==> src/rtl/mux_n1_reg.sv <==
// N-channel registered multiplexer with manual or round-robin auto-scan select and a valid/ready output stage.
// Optional macro MUX_PARITY_EN adds oparity, the XOR-reduce of the loaded word.
module mux_n1_reg #(
    parameter int WIDTH = 4,
    parameter int NCH   = 4,
    parameter int DWELL = 2,
    localparam int SELW = $clog2(NCH)
) (
    input  logic                 iclk,
    input  logic                 irst_n,
    input  logic [NCH*WIDTH-1:0] idata,
    input  logic [SELW-1:0]      isel,
    input  logic                 imode,
    input  logic                 ivalid,
    input  logic                 iready,
    output logic [WIDTH-1:0]     odata,
    output logic [SELW-1:0]      och,
    output logic                 ovalid
`ifdef MUX_PARITY_EN
    ,
    output logic                 oparity
`endif
);

    localparam int DCW   = (DWELL > 1) ? $clog2(DWELL) : 1;
    localparam int NSLOT = 1 << SELW;

    typedef enum logic {MANUAL, SCAN} state_t;

    state_t                      state, state_nx;
    logic                        mode_q;
    logic [SELW-1:0]             scan_ch, scan_ch_nx, cur_sel;
    logic [DCW-1:0]              dwell_cnt, dwell_nx;
    logic [NSLOT-1:0][WIDTH-1:0] slot;
    logic                        load;

    // Select codes past NCH-1 map to zero-filled slots so out-of-range picks load 0.
    for (genvar k = 0; k < NSLOT; k++) begin : g_slot
        if (k < NCH) begin : g_live
            assign slot[k] = idata[k*WIDTH +: WIDTH];
        end else begin : g_pad
            assign slot[k] = '0;
        end
    end

    assign load = ivalid && (!ovalid || iready);

    always_comb begin
        state_nx   = state;
        scan_ch_nx = scan_ch;
        dwell_nx   = dwell_cnt;
        cur_sel    = isel;
        case (state)
            MANUAL: begin
                cur_sel = isel;
                if (imode && !mode_q) begin
                    state_nx   = SCAN;
                    scan_ch_nx = '0;
                    dwell_nx   = '0;
                end
            end
            SCAN: begin
                cur_sel = scan_ch;
                if (!imode && mode_q) begin
                    state_nx   = MANUAL;
                    scan_ch_nx = '0;
                    dwell_nx   = '0;
                end else if (load) begin
                    // Only accepted samples count toward dwell, so stalls never skip a channel.
                    if (dwell_cnt == DCW'(DWELL - 1)) begin
                        dwell_nx   = '0;
                        scan_ch_nx = (scan_ch == SELW'(NCH - 1)) ? '0 : scan_ch + 1'b1;
                    end else begin
                        dwell_nx = dwell_cnt + 1'b1;
                    end
                end
            end
            default: state_nx = MANUAL;
        endcase
    end

    always_ff @(posedge iclk) begin
        if (!irst_n) begin
            state     <= MANUAL;
            mode_q    <= 1'b0;
            scan_ch   <= '0;
            dwell_cnt <= '0;
            odata     <= '0;
            och       <= '0;
            ovalid    <= 1'b0;
`ifdef MUX_PARITY_EN
            oparity   <= 1'b0;
`endif
        end else begin
            state     <= state_nx;
            mode_q    <= imode;
            scan_ch   <= scan_ch_nx;
            dwell_cnt <= dwell_nx;
            if (load) begin
                odata   <= slot[cur_sel];
                och     <= cur_sel;
                ovalid  <= 1'b1;
`ifdef MUX_PARITY_EN
                oparity <= ^slot[cur_sel];
`endif
            end else if (iready) begin
                ovalid <= 1'b0;
            end
        end
    end

endmodule

==> config.mk <==
export PLATFORM = sky130hd
export DESIGN_NAME = mux_n1_reg
export DESIGN_NICKNAME = d
export VERILOG_FILES = /design/src/rtl/mux_n1_reg.sv
export SDC_FILE = /design/constraint.sdc
export NUM_CORES = 1
export LEC_CHECK = 0
export BUFFER_PORTS_ARGS = -buffer_cell sky130_fd_sc_hd__buf_4
export CAP_MARGIN = 20
export CORE_MARGIN = 10
export CORE_UTILIZATION = 43
export DETAILED_ROUTE_END_ITERATION = 8
export GPL_TIMING_DRIVEN = 0
export PLACE_DENSITY_LB_ADDON = 0.1
export SLEW_MARGIN = 20
export SYNTH_ARGS = -nofsm -noshare
export SYNTH_HDL_FRONTEND = slang
export SYNTH_SLANG_ARGS = --single-unit
==> constraint.sdc <==
create_clock -name iclk -period 3.3 [get_ports iclk]
set_input_delay 0.825 -clock iclk [delete_from_list [all_inputs] [get_ports iclk]]
set_output_delay 0.825 -clock iclk [all_outputs]
set_load 0.03 [all_outputs]
==> run summary <==
==========================================================================================
Result of the run ........................................................... complete, no violations
Placeable core area .........................................................     1730 um2
Transition time at the pin with the least slew margin .......................     0.326 ns
Category of cells accounting for the largest share of critical-path delay ...   flip-flops
Clock Power Share ...........................................................        29.7%
Most used standard cell by instance count after synthesis ................... sky130_fd_sc_hd__dfxtp_1
Overall fraction of global-route tracks in use ..............................        9.78%
Final WL ....................................................................      2010 um
Initial cell density of the core ............................................        45.1%
Switching share of total power ..............................................        29.2%
Layout cell share with drive strength beyond 1 ..............................        32.6%
Setup repair after global routing missed its margin .........................        false
Largest cells by area after synthesis ....................................... sky130_fd_sc_hd__dfxtp_1 31%, sky130_fd_sc_hd__and2_1 7.2%, sky130_fd_sc_hd__nor2b_1 7.2%, sky130_fd_sc_hd__o22ai_1 6.4%, sky130_fd_sc_hd__a21oi_1 5.8%
Worst min path class ........................................................ register to register
Number of antenna violations at the first check in global routing ...........            0
Wire length of the first global-routing pass ................................      3250 um
Async S/R FF share, synth ...................................................           0%
WP data required ............................................................      2.47 ns
Final Wtd Congestion ........................................................        0.751
Quantity of I/O buffers inserted on ports ...................................           29
Half-perimeter wire length of the detailed placement result .................      1670 um
Hold buffer count at cts ....................................................            0
Critical Path, Cell by Cell .................................................        buf_4
Post-synth top area share ...................................................        30.8%
Synthesized flop and latch total ............................................           12
Number of gates resized after cts ...........................................            0
Utilization after layout ....................................................        61.7%
# DRC .......................................................................            0
Root cell of the clock tree ................................................. sky130_fd_sc_hd__clkbuf_4
Setup violations, final .....................................................            0
Post-synth net total ........................................................          120
Filler cells ................................................................          168
Normalized max-slew margin ..................................................        77.8%
H-tree depth ................................................................            1
Worst setup path class ...................................................... register to primary output
Cell Int Power ..............................................................     0.279 mW
Clock edge transition at the registers on the reported setup and hold paths .      0.08 ns
Starting DRT DRC Count ......................................................           21
Num CTS Buffers .............................................................            3
EDFF count, synth ...........................................................            0
Number of distinct library cells after synthesis ............................           30
Pin count of the biggest net entering global routing ........................           11
Count of warnings emitted by yosys ..........................................            0
CP max FO ...................................................................            2
Worst stage delay on the critical path ......................................      0.38 ns
Fmax ........................................................................      601 MHz
Std cell rows ...............................................................           15
Multi-input gate area .......................................................      508 um2
Endpoint class of the critical path ......................................... primary output
Power share of the combinational group ......................................        29.3%
Signed area change from the synthesized netlist to the final layout .........        36.6%
Antenna Cells ...............................................................            0
Maximum number of buffers from clock root to sink ...........................            2
Die area ....................................................................     3920 um2
Via count ...................................................................          785
Area taken by flip-flops and latches ........................................      240 um2
Antenna viol nets, final ....................................................            0
Share of synthesized area occupied by flip-flops and latches ................        30.8%
Worst EP arrival ............................................................      0.84 ns
Number of max-capacitance violations reported ...............................            0
Most frequently used flop master after synthesis ............................ sky130_fd_sc_hd__dfxtp_1
Final setup TNS .............................................................         0 ns
Post-synth design cell area .................................................      779 um2
Cell taking the most area after synthesis ................................... sky130_fd_sc_hd__dfxtp_1
Leading cell types by count after synthesis ................................. 12 x sky130_fd_sc_hd__dfxtp_1, 11 x sky130_fd_sc_hd__nand2_1, 9 x sky130_fd_sc_hd__a21oi_1, 9 x sky130_fd_sc_hd__and2_1, 9 x sky130_fd_sc_hd__nor2b_1
Die Span Y ..................................................................      62.6 um
Chip width ..................................................................      62.6 um
First-pass detailed-route iteration total ...................................            4
VDD IR max ..................................................................     0.283 mV
Instance count of the mapped netlist ........................................           96
Vias in the first global route ..............................................          748
Routed via count divided by cell count ......................................         5.10
Sink Count ..................................................................           12
Net switching power of the design ...........................................     0.115 mW
Aggregate global routing overflow ...........................................            0
Crit path launch type .......................................................     register
Critical path buffer and inverter count .....................................            1
Power per cell area .........................................................   371 nW/um2
Static Leak .................................................................     0.475 nW
Final Max Tran Viols ........................................................            0
Sequential power share ......................................................        41.0%
Final layout net count ......................................................          154
Syn_area_per_cell ...........................................................     8.12 um2
Post-CTS setup-driven buffer insertion count ................................            0
Fin crit share ..............................................................        50.4%
Cell with the largest stage delay on the worst path ......................... sky130_fd_sc_hd__dfxtp_1
Clock network latency to the later pin of the worst-skew pair ...............      0.27 ns
Total count of hold-check failures in the final report ......................            0
Routed wire per std cell ....................................................      13.0 um
TritonCTS clock tree ........................................................         done
IO Count ....................................................................           30
Final setup skew ............................................................   0.00546 ns
Final Critical Period .......................................................      1.66 ns
==========================================================================================
-- worst min-delay path, stage by stage, from the launching register on --
cell and delay (ns):
sky130_fd_sc_hd__dfxtp_1 0.31, sky130_fd_sc_hd__nor2_1 0.10, sky130_fd_sc_hd__a311oi_1 0.05
-- stage by stage --
stage	hold slack, ns	power (mW)	setup slack, ns	cell area [um2]	cells
6_report	0.507	0.395	1.64	1060	154
5_1_grt	0.518	0.421	1.59	1060	154
4_1_cts	0.512	0.400	1.63	1060	154
3_5_place_dp	0.501	0.282	1.40	1030	150
3_3_place_gp	0.495	0.280	1.42	1030	150
2_1_floorplan	0.470	0.235	1.55	779	96
-- state kept, by name (all words and copies together) (netlist names) --
| register | count |
|---|---|
| dwell_cnt | 1 |
| mode_q | 1 |
| och | 2 |
| odata | 4 |
| ovalid | 1 |
| scan_ch | 2 |
| state | 1 |
-- cell type report --
| cell class | instances | area share, % |
|---|---|---|
| well taps | 25 | 2.94 |
| repair buffers | 29 | 20.4 |
| flip-flops and latches | 12 | 22.6 |
| multi-input cells | 78 | 47.7 |
| inverters | 3 | 1.06 |
| plain buffers | 3 | 1.88 |
| clock buffers | 4 | 3.41 |
-- routing by layer --
metal | vias up | part of all wire (%) | global-route usage (%) | routed length, um
li1 | 415 | - | - | -
met1 | 349 | 45 | 10.6 | 905
met2 | 19 | 48 | 17.1 | 957
met3 | 2 | 6.7 | 4.66 | 135
met4 | 0 | 0.40 | 1.68 | 8
met5 | - | 0 | 0 | 0
-- layout by cell type (no fill, tap or decap), types with 2 or more instances in the layout --
cell / instances
sky130_fd_sc_hd__a21o_1: 2
sky130_fd_sc_hd__a21oi_1: 9
sky130_fd_sc_hd__a22o_1: 4
sky130_fd_sc_hd__and2_1: 9
sky130_fd_sc_hd__buf_4: 29
sky130_fd_sc_hd__clkbuf_4: 3
sky130_fd_sc_hd__dfxtp_1: 12
sky130_fd_sc_hd__inv_1: 3
sky130_fd_sc_hd__nand2_1: 11
sky130_fd_sc_hd__nand2b_1: 2
sky130_fd_sc_hd__nand3_1: 3
sky130_fd_sc_hd__nor2_1: 2
sky130_fd_sc_hd__nor2b_1: 9
sky130_fd_sc_hd__o21ai_0: 5
sky130_fd_sc_hd__o22ai_1: 8
-- cell families (layout without fill, tap and decap cells) --
family	count (synthesis)	after routing	share of synthesized area, %
AO/OA/AOI/OAI	33	33	27.8
buffers and inverters	6	39	4.01
multiplexers	2	2	3.21
AND/OR/NAND/NOR	42	42	32.6
flip-flops	12	12	30.8
adder cells (fa/ha/maj)	1	1	1.60
-- power groups by stage --
stage	combinational (mW)	clock, mW	sequential [mW]
floorplan	0.0558	0	0.179
CTS	0.117	0.121	0.162
global route	0.125	0.133	0.163
detailed placement	0.116	0	0.165
global placement	0.115	0	0.165
finish	0.116	0.117	0.162
-- worst paths after layout --
kind / to / slack (ns) / start / depth (start not counted)
max: ovalid / 1.64 / ovalid$_SDFFE_PN0P_ / 1
min: och[1]$_SDFFE_PN0P_ / 0.51 / och[1]$_SDFFE_PN0P_ / 2
max reg2reg: odata[3]$_SDFFE_PN0P_ / 1.83 / state$_SDFF_PN0_ / 5
min reg2reg: och[1]$_SDFFE_PN0P_ / 0.51 / och[1]$_SDFFE_PN0P_ / 2
Note: power is estimated with default switching activity, not from simulation.
